$ cat src/rtl/ps2_dir_decoder_pkg.sv
// Shared definitions for the PS/2 direction decoder: direction encodings,
// scan codes, repeat-timer states and key lookup helpers.
package ps2_dir_decoder_pkg;

   localparam logic [3:0] PA_DN    = 4'b0001;
   localparam logic [3:0] PA_RIGHT = 4'b0010;
   localparam logic [3:0] PA_UP    = 4'b0100;
   localparam logic [3:0] PA_LEFT  = 4'b1000;
   localparam logic [3:0] STOP     = 4'b0000;

   localparam logic [7:0] SC_S     = 8'h1B;
   localparam logic [7:0] SC_D     = 8'h23;
   localparam logic [7:0] SC_W     = 8'h1D;
   localparam logic [7:0] SC_A     = 8'h1C;
   localparam logic [7:0] SC_DOWN  = 8'h72;
   localparam logic [7:0] SC_RIGHT = 8'h74;
   localparam logic [7:0] SC_UP    = 8'h75;
   localparam logic [7:0] SC_LEFT  = 8'h6B;
   localparam logic [7:0] SC_R     = 8'h2D;

   typedef enum logic [1:0] {
      IDLE   = 2'd0,
      DELAY  = 2'd1,
      REPEAT = 2'd2
   } rpt_state_t;

   // Returns {hit, index}; letters only match plain codes, arrows only E0 codes.
   function automatic logic [2:0] key_lookup(input logic [7:0] code, input logic ext);
      logic [2:0] res;
      res = 3'b000;
      if (!ext) begin
         case (code)
            SC_S:    res = 3'b100;
            SC_D:    res = 3'b101;
            SC_W:    res = 3'b110;
            SC_A:    res = 3'b111;
            default: res = 3'b000;
         endcase
      end else begin
         case (code)
            SC_DOWN:  res = 3'b100;
            SC_RIGHT: res = 3'b101;
            SC_UP:    res = 3'b110;
            SC_LEFT:  res = 3'b111;
            default:  res = 3'b000;
         endcase
      end
      return res;
   endfunction

   function automatic logic [1:0] lowest_index(input logic [3:0] mask);
      logic [1:0] idx;
      idx = 2'd0;
      if (mask[0])      idx = 2'd0;
      else if (mask[1]) idx = 2'd1;
      else if (mask[2]) idx = 2'd2;
      else if (mask[3]) idx = 2'd3;
      return idx;
   endfunction

   function automatic logic [3:0] dir_of(input logic [1:0] idx);
      logic [3:0] d;
      case (idx)
         2'd0:    d = PA_DN;
         2'd1:    d = PA_RIGHT;
         2'd2:    d = PA_UP;
         default: d = PA_LEFT;
      endcase
      return d;
   endfunction

endpackage

$ cat src/rtl/ps2_dir_decoder_key_repeat_timer.sv
// Keyboard-style auto-repeat: immediate step on (re)trigger, first repeat
// after DELAY_CYC cycles, then one step every REPEAT_CYC cycles.
module ps2_dir_decoder_key_repeat_timer
   import ps2_dir_decoder_pkg::*;
#(
   parameter int unsigned DELAY_CYC  = 25_000_000,
   parameter int unsigned REPEAT_CYC = 10_000_000
) (
   input  logic clk,
   input  logic rst,
   input  logic restart_dly,
   input  logic clear,
   input  logic pulse_en,
   output logic tick
);

   rpt_state_t  state;
   logic [31:0] cnt;

   // clear beats restart_dly, and both beat a coinciding expiry so a key
   // event never produces a second step in the same cycle.
   always_ff @(posedge clk or posedge rst) begin
      if (rst) begin
         state <= IDLE;
         cnt   <= 32'd0;
         tick  <= 1'b0;
      end else if (clear) begin
         state <= IDLE;
         cnt   <= 32'd0;
         tick  <= 1'b0;
      end else if (restart_dly) begin
         state <= DELAY;
         cnt   <= DELAY_CYC - 32'd1;
         tick  <= pulse_en;
      end else begin
         tick <= 1'b0;
         case (state)
            DELAY, REPEAT: begin
               if (cnt == 32'd0) begin
                  state <= REPEAT;
                  cnt   <= REPEAT_CYC - 32'd1;
                  tick  <= pulse_en;
               end else begin
                  cnt <= cnt - 32'd1;
               end
            end
            default: begin
               state <= IDLE;
               cnt   <= 32'd0;
            end
         endcase
      end
   end

endmodule

$ cat src/rtl/ps2_dir_decoder.sv
// Converts PS/2 receiver words into a held one-hot maze direction, auto-repeating
// step pulses and a restart pulse on 'R'.
module ps2_dir_decoder
   import ps2_dir_decoder_pkg::*;
#(
   parameter int unsigned DELAY_CYC  = 25_000_000,
   parameter int unsigned REPEAT_CYC = 10_000_000
) (
   input  logic       clk,
   input  logic       rst,
   input  logic [9:0] ps2_data,
   input  logic       ps2_ready,
   input  logic       en,
   output logic [3:0] dir,
   output logic       step,
   output logic       restart
);

   logic       ready_q;
   logic       armed;
   logic       evt;
   logic [7:0] held;
   logic [1:0] cur;
   logic       cur_valid;

   logic [7:0] held_nxt;
   logic [1:0] cur_nxt;
   logic       valid_nxt;
   logic       retrig;
   logic       clr;
   logic       restart_nxt;
   logic [2:0] lookup;
   logic [2:0] pos;
   logic [3:0] merged;

   // armed masks the first cycle after reset so a strobe held high across
   // reset is not mistaken for a fresh rising edge.
   assign evt = ps2_ready & ~ready_q & armed;

   always_comb begin
      held_nxt    = held;
      cur_nxt     = cur;
      valid_nxt   = cur_valid;
      retrig      = 1'b0;
      clr         = 1'b0;
      restart_nxt = 1'b0;
      lookup      = key_lookup(ps2_data[7:0], ps2_data[9]);
      pos         = {ps2_data[9], lookup[1:0]};
      merged      = 4'd0;
      if (evt) begin
         if (lookup[2]) begin
            if (!ps2_data[8]) begin
               if (!held[pos]) begin
                  held_nxt[pos] = 1'b1;
                  cur_nxt       = lookup[1:0];
                  valid_nxt     = 1'b1;
                  retrig        = 1'b1;
               end
            end else begin
               held_nxt[pos] = 1'b0;
               merged        = held_nxt[3:0] | held_nxt[7:4];
               // Only losing the last holder of the current direction moves cur.
               if (cur_valid && (lookup[1:0] == cur) && !merged[cur]) begin
                  if (merged != 4'd0) begin
                     cur_nxt = lowest_index(merged);
                     retrig  = 1'b1;
                  end else begin
                     valid_nxt = 1'b0;
                     clr       = 1'b1;
                  end
               end
            end
         end else if (ps2_data[7:0] == SC_R && !ps2_data[9] && !ps2_data[8]) begin
            restart_nxt = en;
         end
      end
   end

   always_ff @(posedge clk or posedge rst) begin
      if (rst) begin
         ready_q   <= 1'b0;
         armed     <= 1'b0;
         held      <= 8'd0;
         cur       <= 2'd0;
         cur_valid <= 1'b0;
         dir       <= STOP;
         restart   <= 1'b0;
      end else begin
         ready_q   <= ps2_ready;
         armed     <= 1'b1;
         held      <= held_nxt;
         cur       <= cur_nxt;
         cur_valid <= valid_nxt;
         dir       <= valid_nxt ? dir_of(cur_nxt) : STOP;
         restart   <= restart_nxt;
      end
   end

   ps2_dir_decoder_key_repeat_timer #(
      .DELAY_CYC  (DELAY_CYC),
      .REPEAT_CYC (REPEAT_CYC)
   ) u_timer (
      .clk         (clk),
      .rst         (rst),
      .restart_dly (retrig),
      .clear       (clr),
      .pulse_en    (en),
      .tick        (step)
   );

endmodule

$ cat config.mk
export PLATFORM = sky130hd
export DESIGN_NAME = ps2_dir_decoder
export DESIGN_NICKNAME = d
export VERILOG_FILES = /design/src/rtl/ps2_dir_decoder_pkg.sv /design/src/rtl/ps2_dir_decoder_key_repeat_timer.sv /design/src/rtl/ps2_dir_decoder.sv
export SDC_FILE = /design/constraint.sdc
export NUM_CORES = 1
export LEC_CHECK = 0
export CAP_MARGIN = 40
export CORE_MARGIN = 1
export CORE_UTILIZATION = 50
export DETAILED_ROUTE_END_ITERATION = 8
export PLACE_DENSITY = 0.76
export SYNTH_ARGS = -nofsm -noshare
export SYNTH_HDL_FRONTEND = slang
export SYNTH_SLANG_ARGS = --single-unit
export TNS_END_PERCENT = 1
$ cat constraint.sdc
create_clock -name clk -period 3.9 [get_ports clk]
set_clock_uncertainty 0.15 [all_clocks]
set_input_delay 0.585 -clock clk [delete_from_list [all_inputs] [get_ports clk]]
set_output_delay 0.585 -clock clk [all_outputs]
set_load 0.02 [all_outputs]
==> key figures <==
Critical path
  • Req. time, crit path: 3890 ps
  • Type of the worst setup path: input pin to flip-flop
  • CP Capture Point: u_timer.cnt[21]$_DFF_PP0_
  • R2R Path Start: u_timer.cnt[20]$_DFF_PP0_
  • Worst Path Max Fanout: 19
  • Flop2flop setup slack: 760 ps
  • Worst Setup End Kind: flip-flop
  • Type of origin of the critical path: input pin
  • Reg-to-Reg End: u_timer.cnt[2]$_DFF_PP0_
  • Crit path largest cell delay: 610 ps
  • Crit-path cells: clkdlybuf4s50_1 -> or4b_4 -> or3_4 -> a221o_1 -> nand3b_1 -> nor3b_2 -> o21ai_2 -> o21ai_0
  • R2r worst-path depth: 8
  • CP Launch Point: ps2_data[5]
  • Critical Path AT: 3650 ps
  • Crit-path slowest cell: or4b_4

Yosys
  • Area leader, netlist: dfrtp_1
  • Share of the synthesized area in the top cell type: 0.418
  • Sequential element share of the synthesized area: 0.418
  • Yosys Warn Count: 0
  • Synth area leaders: dfrtp_1, xnor2_1, nor3_1
  • Syn Nets: 345
  • Mapped cell area: 3180 sq um
  • Avg Cell Area, Syn: 9.65 sq um
  • Cell count after synthesis: 329
  • Post-synth EDFFs: 0
  • Synthesized flop and latch total: 53
  • Asr flop ratio synth: 1.00
  • Main synth FF type: dfrtp_1
  • Distinct cells, synth: 68

GRT
  • First-pass GRT wire length: 12,100 microns
  • Vias in the first global route: 2,573
  • Gr ovfl total: 0
  • Total Routing Usage GR: 0.235
  • Initial antenna violation count: 0
  • Largest net degree at the start of global routing: 39

Final layout
  • Fin nets: 377
  • Layout cells sized above 1: 0.119
  • Most frequent cells in the layout: dfrtp_1, nor3_1, xnor2_1, a21oi_1
  • Layout fillers: 498
  • Final cell count without fillers: 437
  • N_diodes: 0
  • Commonest non-fill, non-tap cell in the layout: dfrtp_1
  • Area added between synthesis and finish: 14.7%

Placed design
  • Dpl ws: -89.0 ps
  • Cells after DPL: 429
  • Post-DP HPWL: 5180 microns
  • Gpl congestion: 0.905
  • Number of port buffers: 19

Clocking
  • PostCTS Resize Cnt: 0
  • TritonCTS clock tree: done
  • CTS clk-pin slew, worst paths: 90 ps
  • Htree depth: 2
  • Clk_lat worst skew: 300 ps
  • Clock sink count: 53
  • Hold buffers post-CTS: 0
  • Post-CTS Setup Inserts: 0
  • Root Buffer: clkbuf_8
  • Max clock buf depth: 2
  • CTS buffer count: 5

Floorplan
  • Die width: 81.7 microns
  • Std-Cell Core Area: 6030 sq um
  • I/O Pins: 20
  • Die area: 6670 sq um
  • Starting density of the core: 0.527
  • Die height: 81.7 microns
  • Row count: 28

STA
  • Final period util: 0.939
  • RSZ-0062 raised after global routing: no
  • Final slew viol count: 0
  • Final setup fails: 0
  • Hold Fails Final Rpt: 0
  • Final min period: 3660 ps
  • Worst slew pin tran: 720 ps
  • Setup ws final: 240 ps
  • Rel. slew slack: 0.520
  • FMAX: 0.273 GHz

Worst hold path
  • Hold depth: 1
  • HP Class: flip-flop to flip-flop

Drt
  • Post-route antenna net violation count: 0
  • DR pass1 iterations: 4
  • DR vias: 2,668
  • Wire per inst: 16.1 microns
  • DRT iter0 DRCs: 168
  • Drt total wl: 7050 microns
  • Vias per std cell: 6.11
  • # DRC: 0

Power
  • PD cells: 693 nW/um^2
  • Leak: 0.00159 uW
  • Maximum VDD drop: 0.517 mV

Status
  • Outcome: finished, final reports clean

Job
  • Max_cap viols: 0
[routing by layer]
| metal | vias to the layer above | track usage | share of wire |
|---|---|---|---|
| met2 | 74 | 0.408 | 0.50 |
| met1 | 1281 | 0.299 | 0.45 |
| li1 | 1301 | - | - |
| met3 | 12 | 0.0278 | 0.035 |
| met4 | 0 | 0.0842 | 0.018 |
| met5 | - | 0 | 0 |
[power breakdown]
group / leakage [uW] / switching, uW / internal [uW] / total [uW]
combinational: 0.000814 / 834 / 666 / 1500
sequential: 0.000724 / 65.7 / 617 / 683
clock: 0.0000542 / 181 / 161 / 341
total: 0.00159 / 1080 / 1440 / 2520
[cell usage after synthesis, drive strengths merged, types with 8 or more instances]
master,instances
xnor2,22
nor3,27
dfrtp,53
nand2,19
nor2,19
o211ai,12
inv,14
a21oi,20
o21ai,18
xor2,8
[stage by stage]
| stage | hold slack, ps | power, uW | area [sq um] | util | setup TNS (ps) |
|---|---|---|---|---|---|
| floorplan | 329 | 1860 | 3180 | - | 0 |
| global placement | 364 | 2140 | 3520 | 0.584 | 0 |
| detailed placement | 366 | 2170 | 3540 | 0.588 | -961 |
| CTS | 386 | 2530 | 3640 | 0.604 | 0 |
| global route | 397 | 2720 | 3640 | 0.604 | 0 |
| finish | 385 | 2520 | 3640 | 0.604 | 0 |
[how the worst min path moves through the flow]
stage	start	to	slack (ps)
final	u_timer.cnt[0]$_DFF_PP0_	u_timer.cnt[0]$_DFF_PP0_	390
after global placement	u_timer.cnt[0]$_DFF_PP0_	u_timer.cnt[0]$_DFF_PP0_	360
after floorplan	u_timer.cnt[0]$_DFF_PP0_	u_timer.cnt[0]$_DFF_PP0_	330
after CTS	u_timer.cnt[0]$_DFF_PP0_	u_timer.cnt[0]$_DFF_PP0_	390
after detailed placement	u_timer.cnt[0]$_DFF_PP0_	u_timer.cnt[0]$_DFF_PP0_	370
after global routing	u_timer.cnt[0]$_DFF_PP0_	u_timer.cnt[0]$_DFF_PP0_	400
[cell type report]
type,instances,area (sq um),area share
Clock buffer,7,96.3,0.0265
Clock inverter,1,5.00,0.00137
Inverter,14,52.6,0.0144
Multi-Input combinational cell,253,1740,0.478
Sequential cell,53,1330,0.364
Tap cell,75,93.8,0.0258
Timing Repair Buffer,34,328,0.0900
[critical path, delay by kind of cell]
family,cells,cell delay [ps]
buf+inv,1,490
compound gates,3,1160
simple gates,4,1410
[cell families (layout without fill, tap and decap cells)]
logic type / count (synthesis) / after routing / share of synthesized area
AOI/OAI and AO/OA: 89 / 89 / 0.189
buffers and inverters: 23 / 56 / 0.0343
xor gates and xnor gates: 30 / 30 / 0.0827
and+or+nand+nor: 128 / 128 / 0.257
other: 1 / 1 / 0.00118
DFF: 53 / 53 / 0.418
muxes: 3 / 3 / 0.0102
adders and majority gates: 2 / 2 / 0.00788
No activity file was read; power rests on OpenSTA's default activity.
